<file path="config.mk">
export PLATFORM = sky130hd
export DESIGN_NAME = vga_pixel_fetch
export DESIGN_NICKNAME = d
export VERILOG_FILES = /design/src/rtl/vga_pixel_fetch.sv
export SDC_FILE = /design/constraint.sdc
export NUM_CORES = 1
export LEC_CHECK = 0
export ABC_AREA = 1
export CAP_MARGIN = 30
export CORE_MARGIN = 2
export CORE_UTILIZATION = 30
export DETAILED_ROUTE_END_ITERATION = 10
export SYNTH_ARGS = -nofsm -noshare
export SYNTH_HDL_FRONTEND = slang
export SYNTH_SLANG_ARGS = --single-unit
export TNS_END_PERCENT = 5
</file>
<file path="constraint.sdc">
create_clock -name i_clk -period 3 [get_ports i_clk]
set_clock_uncertainty 0.1 [all_clocks]
set_input_delay 0.75 -clock i_clk [delete_from_list [all_inputs] [get_ports i_clk]]
set_output_delay 0.75 -clock i_clk [all_outputs]
set_load 0.05 [all_outputs]
</file>
<file path="src/rtl/vga_pixel_fetch.sv">
// Framebuffer fetch stage behind the VGA timing controller: scaled address generation,
// RGB332 -> RGB888 expansion, and sync/blank re-timing matched to the memory latency.
module vga_pixel_fetch #(
    parameter int          FB_W        = 320,
    parameter int          FB_H        = 240,
    parameter int          SCALE_SHIFT = 1,
    parameter int          ADDR_W      = 17,
    parameter int          MEM_LAT     = 2,
    parameter logic [23:0] BORDER_RGB  = 24'h000000
) (
    input  logic              i_clk,
    input  logic              i_rst_n,
    input  logic              i_hs,
    input  logic              i_vs,
    input  logic              i_blank_n,
    output logic [ADDR_W-1:0] o_addr,
    output logic              o_rd_en,
    input  logic [7:0]        i_rdata,
    output logic [7:0]        o_r,
    output logic [7:0]        o_g,
    output logic [7:0]        o_b,
    output logic              o_hs,
    output logic              o_vs,
    output logic              o_blank_n,
    output logic              o_frame_start,
    output logic              o_locked
);

    localparam int                L           = MEM_LAT + 1;
    localparam logic [9:0]        C_FB_W      = 10'(FB_W);
    localparam logic [9:0]        C_FB_H      = 10'(FB_H);
    localparam logic [10:0]       C_FB_H11    = 11'(FB_H);
    localparam logic [10:0]       C_ROW_MASK  = 11'((1 << SCALE_SHIFT) - 1);
    localparam logic [ADDR_W-1:0] C_LINE_STEP = ADDR_W'(FB_W);

    logic [9:0]        r_col;
    logic [9:0]        r_row;
    logic [ADDR_W-1:0] r_line_base;
    logic              r_blank_d;
    logic              r_vs_d;
    logic              r_locked;
    logic              r_frame_start;
    logic [L-1:0]      r_hs_pipe;
    logic [L-1:0]      r_vs_pipe;
    logic [L-1:0]      r_blank_pipe;
    logic [MEM_LAT-1:0] r_rd_pipe;
    logic [MEM_LAT-1:0] r_win_pipe;
    logic [23:0]       r_rgb;

    logic              w_blank_fall;
    logic [10:0]       w_row_p1;
    logic              w_line_step;
    logic [9:0]        w_col_fb;
    logic [9:0]        w_row_fb;
    logic              w_in_win;
    logic              w_rd_en;
    logic [23:0]       w_expand;

    always_comb begin
        w_blank_fall = r_blank_d & ~i_blank_n;
        w_row_p1     = {1'b0, r_row} + 11'd1;
        w_line_step  = ((w_row_p1 & C_ROW_MASK) == 11'd0) &&
                       ((w_row_p1 >> SCALE_SHIFT) < C_FB_H11);
        w_col_fb     = r_col >> SCALE_SHIFT;
        w_row_fb     = r_row >> SCALE_SHIFT;
        w_in_win     = (w_col_fb < C_FB_W) && (w_row_fb < C_FB_H);
        w_rd_en      = i_blank_n & w_in_win & r_locked;
        w_expand     = {i_rdata[7:5], i_rdata[7:5], i_rdata[7:6],
                        i_rdata[4:2], i_rdata[4:2], i_rdata[4:3],
                        {4{i_rdata[1:0]}}};
    end

    // Position tracking; an active vsync overrides a coincident end-of-line edge.
    always_ff @(posedge i_clk or negedge i_rst_n) begin
        if (!i_rst_n) begin
            r_col       <= '0;
            r_row       <= '0;
            r_line_base <= '0;
            r_blank_d   <= 1'b0;
        end else begin
            r_blank_d <= i_blank_n;
            if (!i_blank_n)
                r_col <= '0;
            else if (r_col != '1)
                r_col <= r_col + 10'd1;
            if (!i_vs) begin
                r_row       <= '0;
                r_line_base <= '0;
            end else if (w_blank_fall) begin
                if (r_row != '1)
                    r_row <= r_row + 10'd1;
                if (w_line_step)
                    r_line_base <= r_line_base + C_LINE_STEP;
            end
        end
    end

    always_ff @(posedge i_clk or negedge i_rst_n) begin
        if (!i_rst_n) begin
            r_vs_d        <= 1'b0;
            r_locked      <= 1'b0;
            r_frame_start <= 1'b0;
        end else begin
            r_vs_d        <= i_vs;
            r_locked      <= r_locked | ~i_vs;
            r_frame_start <= r_vs_d & ~i_vs;
        end
    end

    // Colour is registered as i_rdata arrives, so it lands on the last sync stage.
    always_ff @(posedge i_clk or negedge i_rst_n) begin
        if (!i_rst_n) begin
            r_hs_pipe    <= '0;
            r_vs_pipe    <= '0;
            r_blank_pipe <= '0;
            r_rd_pipe    <= '0;
            r_win_pipe   <= '0;
            r_rgb        <= '0;
        end else begin
            r_hs_pipe    <= L'({r_hs_pipe, i_hs});
            r_vs_pipe    <= L'({r_vs_pipe, i_vs});
            r_blank_pipe <= L'({r_blank_pipe, i_blank_n});
            r_rd_pipe    <= MEM_LAT'({r_rd_pipe, w_rd_en});
            r_win_pipe   <= MEM_LAT'({r_win_pipe, w_in_win});
            if (!r_blank_pipe[MEM_LAT-1])
                r_rgb <= '0;
            else if (r_rd_pipe[MEM_LAT-1] && r_win_pipe[MEM_LAT-1])
                r_rgb <= w_expand;
            else
                r_rgb <= BORDER_RGB;
        end
    end

    assign o_rd_en       = w_rd_en;
    assign o_addr        = w_rd_en ? (r_line_base + ADDR_W'(w_col_fb)) : '0;
    assign o_r           = r_rgb[23:16];
    assign o_g           = r_rgb[15:8];
    assign o_b           = r_rgb[7:0];
    assign o_hs          = r_hs_pipe[L-1];
    assign o_vs          = r_vs_pipe[L-1];
    assign o_blank_n     = r_blank_pipe[L-1];
    assign o_frame_start = r_frame_start;
    assign o_locked      = r_locked;

endmodule
</file>
==> out/metrics.csv <==
stage,metric,value,unit
critical_path,crit_path_start_kind,register,
yosys,yosys_most_used_dff,dfrtp_1,
power,p_per_area,394.5,nW/µm²
layout,insertedDiodeCount,0,
floorplanning,start_util,30.54,%
sta,rsz0062_at_grt,true,
floorplanning,dieWidth,105.8,µm
detailed_routing,wirelength,7165,µm
global_routing,grt_antenna_before_repair,0,
yosys,synth_area,3110,µm²
outcome,status,finished clean,
critical_path,slowest_stage,dfrtp_1,
global_routing,grt_max_degree,31,
sta,fmax,348.1,MHz
layout,fin_cells,592,
sta,hold_slack,0.2582,ns
sta,period_share,95.75,%
floorplanning,rows,37,
power,power.internal,1097,µW
floorplanning,dieArea,11200,µm²
layout,fin_area,4163,µm²
detailed_routing,postRouteAntennaNets,0,
yosys,synthCells,395,
yosys,synth_cell_type_count,34,
power,comb_power_share,24.9,%
yosys,yosys_warnings,0,
clocking,cts_sinks,54,
power,seqPwrFrac,48.8,%
floorplanning,ios,60,
detailed_routing,vias,2735,
critical_path,worstPathMaxFanout,6,
sta,slew_viol_final,0,
detailed_routing,drtIter0Drc,106,
clocking,clkLatencyLatePin,0.32,ns
yosys,async_flop_share,100.0,%
critical_path,crit_chain,ha_1 > a21oi_2 > o21ai_2 > inv_1 > o21ai_4 > and2_1 > nor2_2 > buf_12,
sta,setup_viol,0,
detailed_routing,wl_per_cell,12.10,µm
place,placed_area,3993,µm²
place,gp_congestion,0.8772,
global_routing,grt_pass1_vias,2575,
detailed_routing,drcViolationCount,0,
layout,num-nets-final,475,
global_routing,grt_first_pass_wirelength,12320,µm
yosys,synth.avg_cell_area,7.875,µm²
critical_path,path_class,reg -> out,
hold_path,hp-class,reg -> reg,
sta,fin_setup_tns,0,ns
place,dpl.hpwl,5406,µm
clocking,cts_tree,built,
power,clockPowerShare,26.3,%
critical_path,crit_arrival,2.02,ns
floorplanning,core-area,10180,µm²
global_routing,globalRouteOverflowTotal,0,
layout,drive_gt1_share,21.49,%
place,io_buffers,59,
power,cellLeakagePower,0.001866,µW
sta,max_slew_margin,55.03,%
global_routing,gr-usage-all-layers,13.46,%
critical_path,critPathRequiredTime,2.15,ns
layout,syn2layout_area_growth,33.83,%
place,dp.cells,580,
clocking,cts_buffer_depth,2,
yosys,ys_seq_area_share,43.44,%
detailed_routing,viasPerCell,4.620,
clocking,numCtsBuffers,5,
yosys,synth_edf_count,0,
critical_path,critPathCaptureType,output pin,
power,netSwitchingFraction,33.21,%
flow_run,drv_cap,0,
layout,final_core_utilization,40.87,%
yosys,ys_ff_latch,54,
critical_path,path_buf_inv,2,
power,peakVddDrop,0.1956,mV
floorplanning,die_y,105.8,µm
detailed_routing,firstDrtPassIters,4,
clocking,clk_transition_reported_paths,0.11,ns
sta,hold_viol_final,0,
sta,tightest_slew,0.6745,ns
clocking,htree_num_levels,2,
yosys,syn_nets,415,
clocking,cts-root-buf,clkbuf_8,
power,power.switching,545.3,µW
critical_path,slowest_delay,0.41,ns
critical_path,cp_top_family,flip-flops,
sta,fin_crit,2.872,ns
routing by layer:
metal | routed length, µm | track usage (%)
met1 | 3284 | 17.67
met2 | 3387 | 22.53
met3 | 403 | 2.845
met4 | 90 | 3.571
met5 | 0 | 0
cells by family after synthesis:
kind of cell / count (synthesis) / synth area share (%)
AOI/OAI and AO/OA: 53 / 10.18
buffers and inverters: 71 / 10.98
and+or+nand+nor: 206 / 31.62
adders and majority gates: 7 / 2.816
xor gates and xnor gates: 3 / 0.8449
DFF: 54 / 43.44
other: 1 / 0.1206
cell usage in the layout (no fill, tap or decap), drive strengths merged:
cell type / instances
a21oi: 16
a31oi: 7
and2: 1
and3: 1
buf: 37
clkbuf: 5
clkdlybuf4s50: 40
clkinv: 1
conb: 1
dfrtp: 54
ha: 7
inv: 49
nand2: 98
nand3: 21
nand3b: 1
nand4: 14
nor2: 61
nor3: 8
o21ai: 22
o21bai: 2
o31ai: 6
or2: 1
xnor2: 1
xor2: 2
Yosys cell counts (all sizes together) (6+ instances only):
cell    n  area [µm²]
a21oi  16       91.34
nand2  98       407.9
o21ai  22       121.4
buf    21       153.9
inv    47       176.4
o31ai   6       45.04
dfrtp  54        1351
nor3    8       45.04
nand4  14       100.1
nor2   61       274.0
ha      7       87.58
a31oi   7       43.79
nand3  21       130.1
worst paths after layout:
path	start	endpoint	slack [ns]	cells past startpoint
worst min-delay path	r_hs_pipe[0]	r_hs_pipe[1]	0.26	0
max in group asynchronous	i_rst_n	r_line_base[8]	1.76	2
worst max register to register	r_row[0]	r_line_base[10]	0.86	11
worst min register to register	r_hs_pipe[0]	r_hs_pipe[1]	0.26	0
worst max-delay path	r_col[8]	o_addr[10]	0.13	8
min in group asynchronous	i_rst_n	r_col[2]	0.35	1
worst register-to-register path, cell delays in order (launching register included):
cell	delay (ns)
dfrtp_1	0.44
ha_1	0.23
inv_1	0.09
nor2_4	0.17
nand2_1	0.07
nand2_1	0.05
nand2_1	0.05
nor2_2	0.12
nand3_2	0.25
nand3_2	0.37
nand2_1	0.09
nand2_1	0.07
timing repair:
| action | in CTS | in global routing |
|---|---|---|
| setup buffers | 0 | 4 |
| pin swaps | 0 | 2 |
| endpoints found under the setup margin | 6 | 10 |
| cloned | 0 | 0 |
| hold buffers | 0 | 0 |
| endpoints found under the hold margin | 0 | 0 |
| resized for setup | 7 | 6 |
metrics by stage:
step                      power, µW  setup WS [ns]
after floorplan                1055        -0.2686
after global placement         1199         0.1085
after detailed placement       1204        0.08917
after CTS                      1654        0.02960
after global routing           1734      -0.009213
final                          1642         0.1276
power by group through the flow:
stage / Clock, µW / Combinational [µW] / Sequential [µW]
detailed placement: 0 / 389 / 815
global placement: 0 / 386 / 813
finish: 431 / 410 / 801
global route: 480 / 447 / 808
floorplan: 0 / 230 / 825
CTS: 456 / 395 / 802
registers in the layout (all words and copies together), names as in the netlist:
signal and cells:
r_row 10, r_rd_pipe 2, r_rgb 8, o_frame_start 1, r_line_base 11, r_col 10
r_hs_pipe 3, o_locked 1, r_vs_pipe 3, r_win_pipe 2, r_blank_pipe 3
area by class of cell:
class,instances,area (µm²)
well taps,136,170.2
repair buffers,77,900.9
flip-flops and latches,54,1354
clock inverters,3,26.28
inverters,47,178.9
clock buffers,5,68.82
fillers,1014,6022
multi-input cells,270,1464
Power figures use the tool's default switching activity.
